### src/rtl/cpu_ctrl_pkg.sv
// Shared definitions for the multi-cycle CPU main control: opcodes, state
// encodings, select codes and the control word handed to the datapath.
package cpu_ctrl_pkg;

   localparam int OPCODE_W = 6;
   localparam int STATE_W  = 4;

   typedef logic [OPCODE_W-1:0] opcode_t;

   localparam opcode_t OP_RTYPE = 6'h00;
   localparam opcode_t OP_J     = 6'h02;
   localparam opcode_t OP_BEQ   = 6'h04;
   localparam opcode_t OP_ADDI  = 6'h08;
   localparam opcode_t OP_LW    = 6'h23;
   localparam opcode_t OP_SW    = 6'h2B;

   typedef enum logic [STATE_W-1:0] {
      S_RESET    = 4'd0,
      S_FETCH    = 4'd1,
      S_DECODE   = 4'd2,
      S_MEMADR   = 4'd3,
      S_MEMRD    = 4'd4,
      S_MEMWB    = 4'd5,
      S_MEMWR    = 4'd6,
      S_EXECUTE  = 4'd7,
      S_ALUWB    = 4'd8,
      S_BRANCH   = 4'd9,
      S_JUMP     = 4'd10,
      S_ADDIEXEC = 4'd11,
      S_ADDIWB   = 4'd12
   } state_e;

   typedef enum logic [1:0] {
      ALU_ADD   = 2'd0,
      ALU_SUB   = 2'd1,
      ALU_FUNCT = 2'd2
   } alu_op_e;

   typedef enum logic [1:0] {
      SRCB_B       = 2'd0,
      SRCB_FOUR    = 2'd1,
      SRCB_IMM     = 2'd2,
      SRCB_IMM_SH2 = 2'd3
   } srcb_e;

   typedef enum logic [1:0] {
      PCSRC_ALU    = 2'd0,
      PCSRC_ALUOUT = 2'd1,
      PCSRC_JUMP   = 2'd2
   } pcsrc_e;

   // Everything the datapath needs from the control unit in one cycle.
   typedef struct packed {
      logic    pc_en;
      logic    ir_write;
      logic    ab_write;
      logic    aluout_write;
      logic    mem_read;
      logic    mem_write;
      logic    iord;
      logic    reg_write;
      logic    reg_dst;
      logic    mem_to_reg;
      logic    alu_src_a;
      srcb_e   alu_src_b;
      alu_op_e alu_op;
      pcsrc_e  pc_source;
      logic    illegal_op;
   } ctrl_t;

   // True for the opcodes this control unit knows how to sequence.
   function automatic logic op_is_legal(input opcode_t op);
      return op inside {OP_RTYPE, OP_J, OP_BEQ, OP_ADDI, OP_LW, OP_SW};
   endfunction

endpackage

### src/rtl/ctrl_output_decode.sv
// Combinational map from the current control state to the datapath control
// word. Moore outputs, except pc_en (zero in BRANCH) and illegal_op (opcode
// in DECODE).
module ctrl_output_decode
   import cpu_ctrl_pkg::*;
(
   input  state_e  state_i,
   input  opcode_t opcode_i,
   input  logic    zero_i,
   output ctrl_t   ctrl_o
);

   logic pc_write;
   logic pc_write_cond;

   // Per-state control word; unlisted signals, RESET and unused codes give 0.
   always_comb begin
      // NOTE: every output gets a default before the case so no latch is inferred.
      ctrl_o        = '0;
      pc_write      = 1'b0;
      pc_write_cond = 1'b0;
      case (state_i)
         S_FETCH: begin
            ctrl_o.mem_read  = 1'b1;
            ctrl_o.ir_write  = 1'b1;
            ctrl_o.alu_src_b = SRCB_FOUR;
            ctrl_o.alu_op    = ALU_ADD;
            ctrl_o.pc_source = PCSRC_ALU;
            pc_write         = 1'b1;
         end
         S_DECODE: begin
            ctrl_o.ab_write     = 1'b1;
            ctrl_o.aluout_write = 1'b1;
            ctrl_o.alu_src_b    = SRCB_IMM_SH2;
            ctrl_o.alu_op       = ALU_ADD;
            ctrl_o.illegal_op   = ~op_is_legal(opcode_i);
         end
         S_MEMADR, S_ADDIEXEC: begin
            ctrl_o.alu_src_a    = 1'b1;
            ctrl_o.alu_src_b    = SRCB_IMM;
            ctrl_o.alu_op       = ALU_ADD;
            ctrl_o.aluout_write = 1'b1;
         end
         S_MEMRD: begin
            ctrl_o.mem_read = 1'b1;
            ctrl_o.iord     = 1'b1;
         end
         S_MEMWB: begin
            ctrl_o.reg_write  = 1'b1;
            ctrl_o.mem_to_reg = 1'b1;
         end
         S_MEMWR: begin
            ctrl_o.mem_write = 1'b1;
            ctrl_o.iord      = 1'b1;
         end
         S_EXECUTE: begin
            ctrl_o.alu_src_a    = 1'b1;
            ctrl_o.alu_src_b    = SRCB_B;
            ctrl_o.alu_op       = ALU_FUNCT;
            ctrl_o.aluout_write = 1'b1;
         end
         S_ALUWB: begin
            ctrl_o.reg_write = 1'b1;
            ctrl_o.reg_dst   = 1'b1;
         end
         S_BRANCH: begin
            ctrl_o.alu_src_a = 1'b1;
            ctrl_o.alu_src_b = SRCB_B;
            ctrl_o.alu_op    = ALU_SUB;
            ctrl_o.pc_source = PCSRC_ALUOUT;
            pc_write_cond    = 1'b1;
         end
         S_JUMP: begin
            ctrl_o.pc_source = PCSRC_JUMP;
            pc_write         = 1'b1;
         end
         S_ADDIWB: begin
            ctrl_o.reg_write = 1'b1;
         end
         default: ;
      endcase
      ctrl_o.pc_en = pc_write | (pc_write_cond & zero_i);
   end

endmodule

### src/rtl/multi_cycle_control.sv
// Main control FSM of the multi-cycle CPU: state register and next-state
// logic; the control word comes from ctrl_output_decode.
module multi_cycle_control
   import cpu_ctrl_pkg::*;
#(
   parameter int opcode_width = 6,
   parameter int state_width  = 4
) (
   input  logic                    clk,
   input  logic                    reset,
   input  logic [opcode_width-1:0] opcode,
   input  logic                    zero,
   output logic                    pc_en,
   output logic                    ir_write,
   output logic                    ab_write,
   output logic                    aluout_write,
   output logic                    mem_read,
   output logic                    mem_write,
   output logic                    iord,
   output logic                    reg_write,
   output logic                    reg_dst,
   output logic                    mem_to_reg,
   output logic                    alu_src_a,
   output logic [1:0]              alu_src_b,
   output logic [1:0]              alu_op,
   output logic [1:0]              pc_source,
   output logic                    illegal_op,
   output logic [state_width-1:0]  state
);

   state_e  state_q, state_d;
   opcode_t op;
   ctrl_t   ctrl;

   assign op = opcode_t'(opcode);

   // State register with synchronous active-low reset.
   always_ff @(posedge clk) begin
      // NOTE: state uses non-blocking assignment; reset is sampled on the clock edge only.
      if (!reset) state_q <= S_RESET;
      else        state_q <= state_d;
   end

   // Next-state sequencing; opcode is stable from DECODE onwards.
   always_comb begin
      state_d = S_RESET;
      case (state_q)
         S_RESET:  state_d = S_FETCH;
         S_FETCH:  state_d = S_DECODE;
         S_DECODE: begin
            case (op)
               OP_LW, OP_SW: state_d = S_MEMADR;
               OP_RTYPE:     state_d = S_EXECUTE;
               OP_BEQ:       state_d = S_BRANCH;
               OP_J:         state_d = S_JUMP;
               OP_ADDI:      state_d = S_ADDIEXEC;
               default:      state_d = S_FETCH;
            endcase
         end
         S_MEMADR: begin
            if (op == OP_LW)      state_d = S_MEMRD;
            else if (op == OP_SW) state_d = S_MEMWR;
            else                  state_d = S_FETCH;
         end
         S_MEMRD:    state_d = S_MEMWB;
         S_EXECUTE:  state_d = S_ALUWB;
         S_ADDIEXEC: state_d = S_ADDIWB;
         S_MEMWB, S_MEMWR, S_ALUWB, S_BRANCH, S_JUMP, S_ADDIWB:
                     state_d = S_FETCH;
         default:    state_d = S_RESET;
      endcase
   end

   ctrl_output_decode u_decode (
      .state_i  (state_q),
      .opcode_i (op),
      .zero_i   (zero),
      .ctrl_o   (ctrl)
   );

   assign pc_en        = ctrl.pc_en;
   assign ir_write     = ctrl.ir_write;
   assign ab_write     = ctrl.ab_write;
   assign aluout_write = ctrl.aluout_write;
   assign mem_read     = ctrl.mem_read;
   assign mem_write    = ctrl.mem_write;
   assign iord         = ctrl.iord;
   assign reg_write    = ctrl.reg_write;
   assign reg_dst      = ctrl.reg_dst;
   assign mem_to_reg   = ctrl.mem_to_reg;
   assign alu_src_a    = ctrl.alu_src_a;
   assign alu_src_b    = ctrl.alu_src_b;
   assign alu_op       = ctrl.alu_op;
   assign pc_source    = ctrl.pc_source;
   assign illegal_op   = ctrl.illegal_op;
   assign state        = state_width'(state_q);

endmodule

### config.mk
export PLATFORM = sky130hd
export DESIGN_NAME = multi_cycle_control
export DESIGN_NICKNAME = d
export VERILOG_FILES = /design/src/rtl/cpu_ctrl_pkg.sv /design/src/rtl/ctrl_output_decode.sv /design/src/rtl/multi_cycle_control.sv
export SDC_FILE = /design/constraint.sdc
export NUM_CORES = 1
export LEC_CHECK = 0
export CORE_AREA = 10 10 47 49
export DETAILED_ROUTE_END_ITERATION = 10
export DIE_AREA = 0 0 57 59
export DONT_BUFFER_PORTS = 1
export GPL_TIMING_DRIVEN = 0
export PLACE_DENSITY = 0.58
export SLEW_MARGIN = 20
export SYNTH_ARGS = -nofsm -noshare
export SYNTH_HDL_FRONTEND = slang
export SYNTH_SLANG_ARGS = --single-unit
### constraint.sdc
create_clock -name clk -period 1.8 [get_ports clk]
set_clock_uncertainty 0.2 [all_clocks]
set_input_delay 0.18 -clock clk [delete_from_list [all_inputs] [get_ports clk]]
set_output_delay 0.18 -clock clk [all_outputs]
set_load 0.05 [all_outputs]
---- After elaboration in Yosys (flattened, before gate mapping) ----
Cells that the tools add are included.
storage, ports and cells
  register bits after elaboration ......... 4
  bits of input ports ..................... 9
  output and inout bits ................... 22
  word-level logic and storage cells ...... 52
operators by class
  equal/unequal tests ..................... 17
  muxes and demuxes ....................... 19
  bitwise gates (word level) .............. 3
  reductions and logical operators ........ 12
operators with widths
  kind                                                 number
  case mux 4 bit (5 select lines)                      2
  case mux 4 bit (7 select lines)                      1
  equality test 4 bit, second input constant           5
  equality test 4 x 3 -> 1 bit, second input constant  4
  2-to-1 mux 1 bit                                     13
  equality test 6 bit, second input constant           2
  OR reduction 2 bit                                   5
  equality test 4 x 2 -> 1 bit, second input constant  2
  OR reduction 4 bit                                   2
  OR reduction 7 bit                                   1
  equality test 6 x 2 -> 1 bit, second input constant  1
  equality test 6 x 3 -> 1 bit, second input constant  1
  equality test 6 x 4 -> 1 bit, second input constant  1
  logical NOT 6 bit                                    1
  2-to-1 mux 3 bit                                     2
  nonzero test 6 bit                                   1
  equality test 4 x 1 -> 1 bit, second input constant  1
  logical NOT 4 bit                                    1
  case mux 2 bit (2 select lines)                      1
  OR reduction 3 bit                                   1
  bitwise AND 1 bit                                    1
  NOT 1 bit                                            1
  OR 1 bit                                             1

---- Depth between registers and ports, before layout ----
Gate-level depths: netlist (run 1).
  depth after elaboration ................. 4
  depth in mapped cells ................... 5
  gate-level depth less buffers ........... 4

---- Hierarchy ----
From an unflattened synthesis (run 1), not the netlist that was laid out.
unflattened totals
  cell total of the unflattened synthesis .. 74
  area, all modules ....................... 556.8 µm²
by module, submodules not included
  module               instances  cells each  area an instance (µm²)  seq. area each (µm²)
  multi_cycle_control  1          41          324.1                   80.1
  ctrl_output_decode   1          33          232.7                   0.0

---- Worst setup path after synthesis (run 1) ----
No wires, ideal clock.
  path type ............................... reg-to-output
  start point ............................. reg state_q[1] (netlist: state[1])
  end point ............................... out illegal_op
  arrival ................................. 2958 ps
  data required time ...................... 1420 ps
  slack ................................... -1538 ps
  cell stages (with the launch flop) ...... 5
  buffers on the path ..................... 0
  cells stage by stage .................... dfxtp_1 nand2b_1 nor3_1 nand2_1 a21oi_1
between the ends
  longest elaborated chain between the ends .. 2
RTL lines
  item                          RTL line                   source
  start: declaration            multi_cycle_control.sv:31  state_e state_q, state_d;
  start signal: assignment      multi_cycle_control.sv:41  else state_q <= state_d;
  equality test 4 x 2 -> 1 bit  ctrl_output_decode.sv:22   case (state_i)
  2-to-1 mux 1 bit              ctrl_output_decode.sv:22
  end: declaration              multi_cycle_control.sv:27  output logic illegal_op,
Every way passes these cells.

---- Worst setup path after layout (run 1) ----
  start point ............................. reg state_q[0] (netlist: state[0])
  end point ............................... out illegal_op
The elaborated chain is that of the path after synthesis.

==> results.toml, run 1 <==
[timing]
worst_slack_ps = -437
fin_crit_sh = 1.24
grt_setup_unrepaired = "yes"
fmax_ghz = 0.447
tightest_slew_ps = 704
tns_ps = -2740
hold_viol = 0
timing.slew.headroom = 0.529
setup_viol = 19
whs_ps = 16.2
slew_viol_final = 0
post-route-min-period_ps = 2240

[hold_path]
hold_path.class = "in -> reg"
min_from = "reset"
hold_path_end = "state[2]$_SDFF_PN0_"
hold_path_depth = 2

[setup_path]
reg2reg_depth = 4
cp_num_cells = 4
r2r_start = "state[0]$_SDFF_PN0_"
end_kind = "primary output"
crit_fanout = 6
max_stage_delay_ps = 550
cp_top_family = "simple AND/OR/NAND/NOR gates"
cp_cell_sequence = "nand2b_4, nor3_4, nand2_2, a21oi_4"
r2r_slack_ps = -50
slowest_stage = "nor3_4"
worstSetupStartpointType = "flop"
arrival_ps = 1860
worstPathRequired_ps = 1420
path_buf_inv = 0
crit_type = "reg -> out"
r2r_end = "state[2]$_SDFF_PN0_"

[route]
drt-met1-wl_microns = 786
wl_per_cell_microns = 17.8
drc = 0
vias = 681
top_layer = "met4"
wl_met3_microns = 171
drt_iter0_markers = 15
final_antenna_net_count = 0
drt-total-wl_microns = 1970
drt_first_pass_iters = 4
vias_per_cell = 6.14
wl_met2_microns = 973

[grt]
grt_pass1_vias = 683
grt_util_all_layers = 0.113
grt_max_degree = 11
grt_pass1_wl_microns = 3180
antenna_found_initial = 0
overflow = 0

[floorplanning]
dieHeight_microns = 59
die_w_microns = 57
design.die.area_sq_mm = 0.00336
initial_core_util = 0.352
fp-row-count = 14
ioPinCount = 31
coreArea_sq_mm = 0.00140

[run_status]
outcome = "complete, but fails checks"
violations = "negative setup slack"

[finish]
fill_cells = 129
final_cells = 111
seq_area_sq_um = 95.1
multi_input_area_sq_um = 587
final_cell_mix = "nor2_4 (10), a21oi_1 (8), nor3_4 (5), nand2_1 (5)"
largest_reg_flops = 4
drive_gt1_frac = 0.505
syn2layout_area_growth_pct = 87.6
final_common_cell = "nor2_4"
antennaDiodeCount = 0
fin_nets = 106

[placement]
gp_congestion = 0.852
dpl.hpwl_microns = 1440
placed_cells = 97
port_buffers = 0

[logic_synthesis]
synthArstFlopShare = 0
ys_types = 32
syn_inst = 81
syn_area_sq_um = 493
yosysWarnings = 0
synth_top_flop_cell = "dfxtp_1"
ys_ff_latch = 4
synth_edf_count = 0
yosysSeqAreaShare = 0.162
avgSynthCellArea_sq_um = 6.09
synth_nets = 90

[pwr]
p_leak_nw = 0.296
p_per_area_mw_per_mm2 = 427
ir_drop_mv = 0.394

[clock_tree]
cts_buffers = 3
clk-insertion-delay-late_ps = 230
cts_tree = "yes"
cts.clk_slew.worst_paths_ps = 30
clockBufferDepth = 2
clock-sinks = 4
root_buffer = "clkbuf_4"
htreeDepth = 1

[job]
drv_cap = 0
[synth_stat cells, types with 2 or more instances]
| cell | count | share of area |
|---|---|---|
| nand2b_1 | 3 | 0.038 |
| a21oi_1 | 11 | 0.11 |
| nor3_1 | 8 | 0.081 |
| nand4_1 | 2 | 0.025 |
| clkbuf_1 | 2 | 0.015 |
| o21ai_0 | 4 | 0.041 |
| dfxtp_1 | 4 | 0.16 |
| inv_1 | 4 | 0.030 |
| nand2_1 | 7 | 0.053 |
| nor2_1 | 14 | 0.11 |
[worst max path at each step]
stage / slack, ps / endpoint / from
2_1_floorplan: -180 / illegal_op / state[0]$_SDFF_PN0_
3_3_place_gp: -330 / alu_src_b[1] / state[1]$_SDFF_PN0_
3_5_place_dp: -320 / alu_src_b[1] / state[1]$_SDFF_PN0_
4_1_cts: -440 / illegal_op / state[0]$_SDFF_PN0_
5_1_grt: -510 / illegal_op / state[0]$_SDFF_PN0_
6_report: -440 / illegal_op / state[0]$_SDFF_PN0_
[timing repair]
item,CTS,global route
pin swaps,14,4
setup buffers,8,0
cloned,0,0
setup endpoints to repair,21,20
resized for setup,17,2
hold buffers,3,0
hold endpoints to repair,4,0
[worst register-to-register path: stages, from the launching register on]
cell and delay, ps:
dfxtp_4 410, nand2b_4 180, nor3_4 550, nand2_1 170, o311ai_1 250
[where the power goes]
group	internal, mW	switching [mW]
Sequential	0.0901	0.0215
Combinational	0.0503	0.128
Clock	0.0741	0.0304
[final cells by class]
cell class | count | share of cell area
Buffer | 4 | 0.0595
Clock buffer | 3 | 0.0244
Tap cell | 16 | 0.0217
Multi-Input combinational cell | 69 | 0.635
Sequential cell | 4 | 0.103
Timing Repair Buffer | 11 | 0.137
Inverter | 4 | 0.0203
[kinds of logic after synthesis]
group           synth area share
compound gates             0.294
xor+xnor                  0.0355
buf+inv                   0.0634
flops                      0.162
simple gates               0.444
[stage by stage]
step                      setup slack [ps]  power [mW]  cell area, sq um   util
after floorplan                       -180       0.262               683      -
after global placement                -331       0.279               703  0.502
after detailed placement              -316       0.280               703  0.502
after CTS                             -443       0.403               921  0.657
after global routing                  -508       0.424               925  0.660
final                                 -437       0.395               925  0.660
[per-layer routing]
metal | global-route usage | vias to the layer above
met5 | 0 | -
met4 | 0.0570 | 0
met3 | 0.0429 | 6
met2 | 0.183 | 27
met1 | 0.128 | 323
li1 | - | 325
(Power assumes the default switching activity.)
==> inputs of run 2 (changes only) <==
SETUP_SLACK_MARGIN = 0.2   (was not set)
==> results.toml, run 2 (synthesized netlist as in run 1, its figures left out) <==
[timing]
post-route-min-period_ps = 2250
worst_slack_ps = -451
fmax_ghz = 0.444
fin_crit_sh = 1.25
hold_viol = 0
setup_viol = 16
tightest_slew_ps = 723
slew_viol_final = 0
grt_setup_unrepaired = "yes"
timing.slew.headroom = 0.517

[floorplanning]
initial_core_util = 0.352
ioPinCount = 31
design.die.area_sq_mm = 0.00336
die_w_microns = 57
dieHeight_microns = 59
fp-row-count = 14
coreArea_sq_mm = 0.00140

[placement]
dpl.hpwl_microns = 1440
gp_congestion = 0.818
placed_cells = 97
placed_area_sq_um = 733
port_buffers = 0

[finish]
fin_nets = 105
final_cells = 110
largest_reg_flops = 4
final_area_sq_um = 930
final_cell_mix = "nor2_4 (10), a21oi_1 (8), nor3_4 (5), nand2_1 (5)"
drive_gt1_frac = 0.511
syn2layout_area_growth_pct = 88.6
final_common_cell = "nor2_4"
antennaDiodeCount = 0
utilization = 0.663

[route]
vias_per_cell = 5.89
drt_iter0_markers = 14
drc = 0
drt-total-wl_microns = 1950
final_antenna_net_count = 0
vias = 648
wl_per_cell_microns = 17.7
drt_first_pass_iters = 4

[job]
drv_cap = 0

[setup_path]
worstPathRequired_ps = 1420
crit_fanout = 6
worstSetupStartpointType = "flop"
crit_type = "reg -> out"
end_kind = "primary output"
arrival_ps = 1870

[grt]
grt_util_all_layers = 0.110
grt_pass1_wl_microns = 3120
antenna_found_initial = 0
overflow = 0
grt_max_degree = 11
grt_util_met3 = 0.0451
gr-usage-met1 = 0.131
top_usage_layer = "met2"
met2_usage = 0.180
grt_pass1_vias = 630

[hold_path]
hold_path.class = "in -> reg"

[clock_tree]
root_buffer = "clkbuf_4"
cts_buffers = 3
cts.clk_slew.worst_paths_ps = 40
cts_tree = "yes"
clock-sinks = 4
clockBufferDepth = 2
htreeDepth = 1
clk-insertion-delay-late_ps = 240

[pwr]
p_leak_nw = 0.298
power_frac_seq = 0.277
p_per_area_mw_per_mm2 = 432
switchingPower_mw = 0.186
comb_power_share = 0.446
swShare = 0.465
internal_power_mw = 0.215
power_frac_clock = 0.277
p_total_mw = 0.401
ir_drop_mv = 0.515

[run_status]
violations = "negative setup slack"
outcome = "complete, but fails checks"
## run 2: what timing repair did
action                                  CTS  global route
gates cloned                              0             0
endpoints found under the setup margin   22            22
pin swaps                                 9             3
hold buffers                              3             0
endpoints found under the hold margin     4             0
setup buffers                             7             0
resized for setup                        14             6
## run 2: through the flow
step | setup TNS [ps] | hold slack [ps] | setup WS (ps)
after detailed placement | -1650 | 90.8 | -336
after CTS | -3030 | 17.7 | -466
after global placement | -1560 | 84.8 | -330
after global routing | -3910 | 69.3 | -505
final | -2770 | 28.0 | -451
after floorplan | -545 | 73.3 | -180
## run 2: layer usage
layer / up-vias / share of wire
li1: 323 / -
met1: 298 / 0.41
met2: 27 / 0.50
met3: 0 / 0.090
met4: 0 / 0
met5: - / 0
## run 2: layout make-up
cell class,count,area [sq um]
timing repair buffer,10,108
sequential,4,95.1
tap,16,20.0
fill,118,472
multi-input combinational,69,602
buffer,4,55.1
clock buffer,3,22.5
inverter,4,27.5
## run 2: critical path: stages, from the launching register on
cell and delay [ps]:
dfxtp_4 410, nand2b_4 180, nor3_4 560, nand2_2 130
a21oi_4 350
## run 2: worst paths after layout
| kind | start | endpoint | slack (ps) | cells after the start |
|---|---|---|---|---|
| max reg2reg | state[0]$_SDFF_PN0_ | state[1]$_SDFF_PN0_ | -180 | 4 |
| min | opcode[4] | state[2]$_SDFF_PN0_ | 30 | 3 |
| max | state[0]$_SDFF_PN0_ | illegal_op | -450 | 4 |
| min reg2reg | state[1]$_SDFF_PN0_ | state[0]$_SDFF_PN0_ | 550 | 3 |
## run 2: power groups by stage
stage	sequential, mW	combinational [mW]	clock (mW)
4_1_cts	0.111	0.180	0.115
5_1_grt	0.112	0.191	0.116
6_report	0.111	0.179	0.111
2_1_floorplan	0.110	0.152	0
3_3_place_gp	0.113	0.166	0
3_5_place_dp	0.113	0.167	0
==> inputs of run 3 (changes only) <==
CELL_PAD_IN_SITES_DETAIL_PLACEMENT = 2   (was not set)
CELL_PAD_IN_SITES_GLOBAL_PLACEMENT = 2   (was not set)
CORE_AREA = not set   (was 10 10 47 49)
CORE_ASPECT_RATIO = 1.2   (was not set)
CORE_MARGIN = 10   (was not set)
CORE_UTILIZATION = 27   (was not set)
DIE_AREA = not set   (was 0 0 57 59)
PLACE_DENSITY = 0.8   (was 0.58)
==> results.toml, run 3 <==
[logic_synthesis]
yosys.cell_count.top_type = "nor2_1"
synth_nets = 90
synth_top_area_frac = 0.162
ys_types = 32
syn_area_sq_um = 493
synth_compound_area_frac = 0.294
synth_top_flop_cell = "dfxtp_1"
synth_top_family_by_area = "simple AND/OR/NAND/NOR gates"
syn_inst = 81
synth_edf_count = 0
yosysWarnings = 0
synth_area_leaders = "dfxtp_1 (16%), a21oi_1 (11%), nor2_1 (11%)"
synth_xor_area_frac = 0.0355
synthArstFlopShare = 0
synth_commonest_cells = "nor2_1 (14), a21oi_1 (11), nor3_1 (8)"
synthAdderAreaFrac = 0
muxShareOfSynthArea = 0
post-synth-top-area-cell = "dfxtp_1"
yosys.area_share.simple = 0.444
ys_ff_latch = 4
avgSynthCellArea_sq_um = 6.09
yosysSeqAreaShare = 0.162

[placement]
placed_area_sq_um = 736
gp_congestion = 0.774
port_buffers = 0
dpl.hpwl_microns = 1840

[timing]
grt-worst-endpoint = "illegal_op"
worst_path_end_type = "top-level output"

[clock_tree]
root_buffer = "clkbuf_4"
htreeDepth = 1
clockBufferDepth = 2
cts_buffers = 3
clock-sinks = 4

[grt]
antenna_found_initial = 0
grt_max_degree = 11

[floorplanning]
die_w_microns = 59.0
fp-row-count = 16
initial_core_util = 0.293
dieHeight_microns = 66.8
ioPinCount = 31

[run_status]
outcome = "aborted with a tool error"
stop_stage = "global routing (5_1_grt)"
error = "[ERROR DPL-0033] detailed placement checks failed during check placement."
-- run 3: cell counts after synthesis --
No cell type changed its count.
-- run 3: cell families after synthesis --
family,count (synthesis)
DFF,4
xor gates and xnor gates,2
buffers and inverters,8
and+or+nand+nor,43
AOI/OAI and AO/OA,24
-- run 3: repair_timing --
| action | CTS |
|---|---|
| hold endpoints to repair | 4 |
| endpoints found under the setup margin | 22 |
| buffers inserted | 9 |
| resized for setup | 15 |
| hold buffers | 3 |
| pin swaps | 9 |
| cloned | 0 |
-- run 3: per-stage QoR --
step	worst slack [ps]	hold slack [ps]	std cells
after global placement	-355	87.4	99
after detailed placement	-391	80.6	99
after floorplan	-180	73.3	81
after CTS	-469	12.8	114
==> inputs of run 4 (changes only) <==
CELL_PAD_IN_SITES_DETAIL_PLACEMENT = not set   (was 2)
CELL_PAD_IN_SITES_GLOBAL_PLACEMENT = not set   (was 2)
CORE_AREA = 10 10 71 73   (was not set)
CORE_ASPECT_RATIO = not set   (was 1.2)
CORE_MARGIN = not set   (was 10)
CORE_UTILIZATION = not set   (was 27)
DIE_AREA = 0 0 81 83   (was not set)
PLACE_DENSITY = not set   (was 0.8)
PLACE_DENSITY_LB_ADDON = 0.15   (was not set)
SETUP_SLACK_MARGIN = not set   (was 0.2)
==> results.toml, run 4 (synthesized netlist as in run 1, its figures left out) <==
[finish]
fill_cells = 397
final_cell_mix = "nor2_4 (10), a21oi_1 (9), buf_4 (7), nor3_4 (5), nand2_1 (5)"
syn2layout_area_growth_pct = 102
largest_reg_flops = 4
final_area_sq_um = 997
fin_nets = 109
antennaDiodeCount = 0
utilization = 0.274
drive_gt1_frac = 0.520
final_common_cell = "nor2_4"

[route]
drt_first_pass_iters = 4
drc = 0
drt-total-wl_microns = 2410
vias_per_cell = 4.78
final_antenna_net_count = 0
drt_iter0_markers = 39
wl_per_cell_microns = 16.5
vias = 698

[timing]
whs_ps = 28.6
grt_setup_unrepaired = "yes"
fin_crit_sh = 1.24
timing.slew.headroom = 0.522
setup_viol = 15
worst_slack_ps = -434
tightest_slew_ps = 715
hold_viol = 0
post-route-min-period_ps = 2230
slew_viol_final = 0
fmax_ghz = 0.448

[grt]
grt_max_degree = 11
overflow = 0
grt_pass1_wl_microns = 3710
antenna_found_initial = 0
grt_pass1_vias = 660
grt_util_all_layers = 0.0691

[job]
drv_cap = 0

[pwr]
internal_power_mw = 0.292
swShare = 0.404
p_leak_nw = 0.312
power_frac_clock = 0.377
p_total_mw = 0.490
p_per_area_mw_per_mm2 = 491
ir_drop_mv = 0.138
comb_power_share = 0.393
power_frac_seq = 0.230
switchingPower_mw = 0.198

[setup_path]
arrival_ps = 1850
end_kind = "primary output"
r2r_start = "state[0]$_SDFF_PN0_"
reg2reg_depth = 4
r2r_end = "state[1]$_SDFF_PN0_"
crit_type = "reg -> out"
crit_end = "illegal_op"
r2r_slack_ps = -170
worstPathRequired_ps = 1420
cp-startpoint = "state[0]$_SDFF_PN0_"
crit_fanout = 6
worstSetupStartpointType = "flop"

[clock_tree]
root_buffer = "clkbuf_8"
cts.clk_slew.worst_paths_ps = 30
clk-insertion-delay-late_ps = 210
cts_tree = "yes"
clockBufferDepth = 2
htreeDepth = 1
clock-sinks = 4
cts_buffers = 3

[floorplanning]
initial_core_util = 0.136
coreArea_sq_mm = 0.00363
die_w_microns = 81
fp-row-count = 22
dieHeight_microns = 83
design.die.area_sq_mm = 0.00672
ioPinCount = 31

[placement]
port_buffers = 0
dpl.hpwl_microns = 1750
gp_congestion = 0.735
post-place-ws_ps = -377
placed_area_sq_um = 743

[hold_path]
hold_path.class = "in -> reg"

[run_status]
outcome = "complete, but fails checks"
violations = "negative setup slack"
[run 4: worst min-delay path by stage]
stage                          end  startpoint  cells after the start  slack (ps)
3_5_place_dp   state[1]$_SDFF_PN0_   opcode[4]                      1          90
6_report       state[2]$_SDFF_PN0_       reset                      2          30
3_3_place_gp   state[1]$_SDFF_PN0_   opcode[4]                      1         100
4_1_cts        state[2]$_SDFF_PN0_       reset                      2          10
5_1_grt        state[2]$_SDFF_PN0_       reset                      2          30
2_1_floorplan  state[1]$_SDFF_PN0_   opcode[4]                      1          70
[run 4: critical path, stage by stage (launching register included)]
cell and delay [ps]:
dfxtp_4 410, nand2b_4 180, nor3_4 550, nand2_2 140, a21oi_4 350
[run 4: power by group through the flow]
stage	logic [mW]	registers, mW	clock network, mW
2_1_floorplan	0.152	0.110	0
4_1_cts	0.181	0.113	0.192
5_1_grt	0.203	0.114	0.198
3_3_place_gp	0.170	0.114	0
6_report	0.192	0.113	0.185
3_5_place_dp	0.170	0.114	0
[run 4: layout make-up]
class | count | area, sq um | area share
Buffer | 4 | 55.1 | 0.0552
Clock buffer | 3 | 41.3 | 0.0414
Inverter | 4 | 18.8 | 0.0188
Multi-Input combinational cell | 69 | 598 | 0.600
Sequential cell | 4 | 95.1 | 0.0954
Tap cell | 48 | 60.1 | 0.0602
Timing Repair Buffer | 14 | 129 | 0.129
[run 4: stage by stage]
stage / cells / TNS, ps
after CTS: 142 / -2910
after detailed placement: 129 / -2740
after global placement: 129 / -2680
final: 146 / -2750
after global routing: 146 / -3910
after floorplan: 81 / -544
[run 4: timing repair]
item	4_1_cts	5_1_grt
hold endpoints to repair	4	0
resized for setup	17	3
hold buffers	3	0
pin swaps	11	4
setup buffers	7	4
setup endpoints to repair	21	21
gates cloned	0	0
[run 4: routing by layer]
layer  share of wire  global-route usage  vias up
met2            0.54               0.116       29
met4          0.0079              0.0250        0
li1                -                   -      333
met5               0                   0        -
met3           0.086              0.0226        2
met1            0.37              0.0779      334
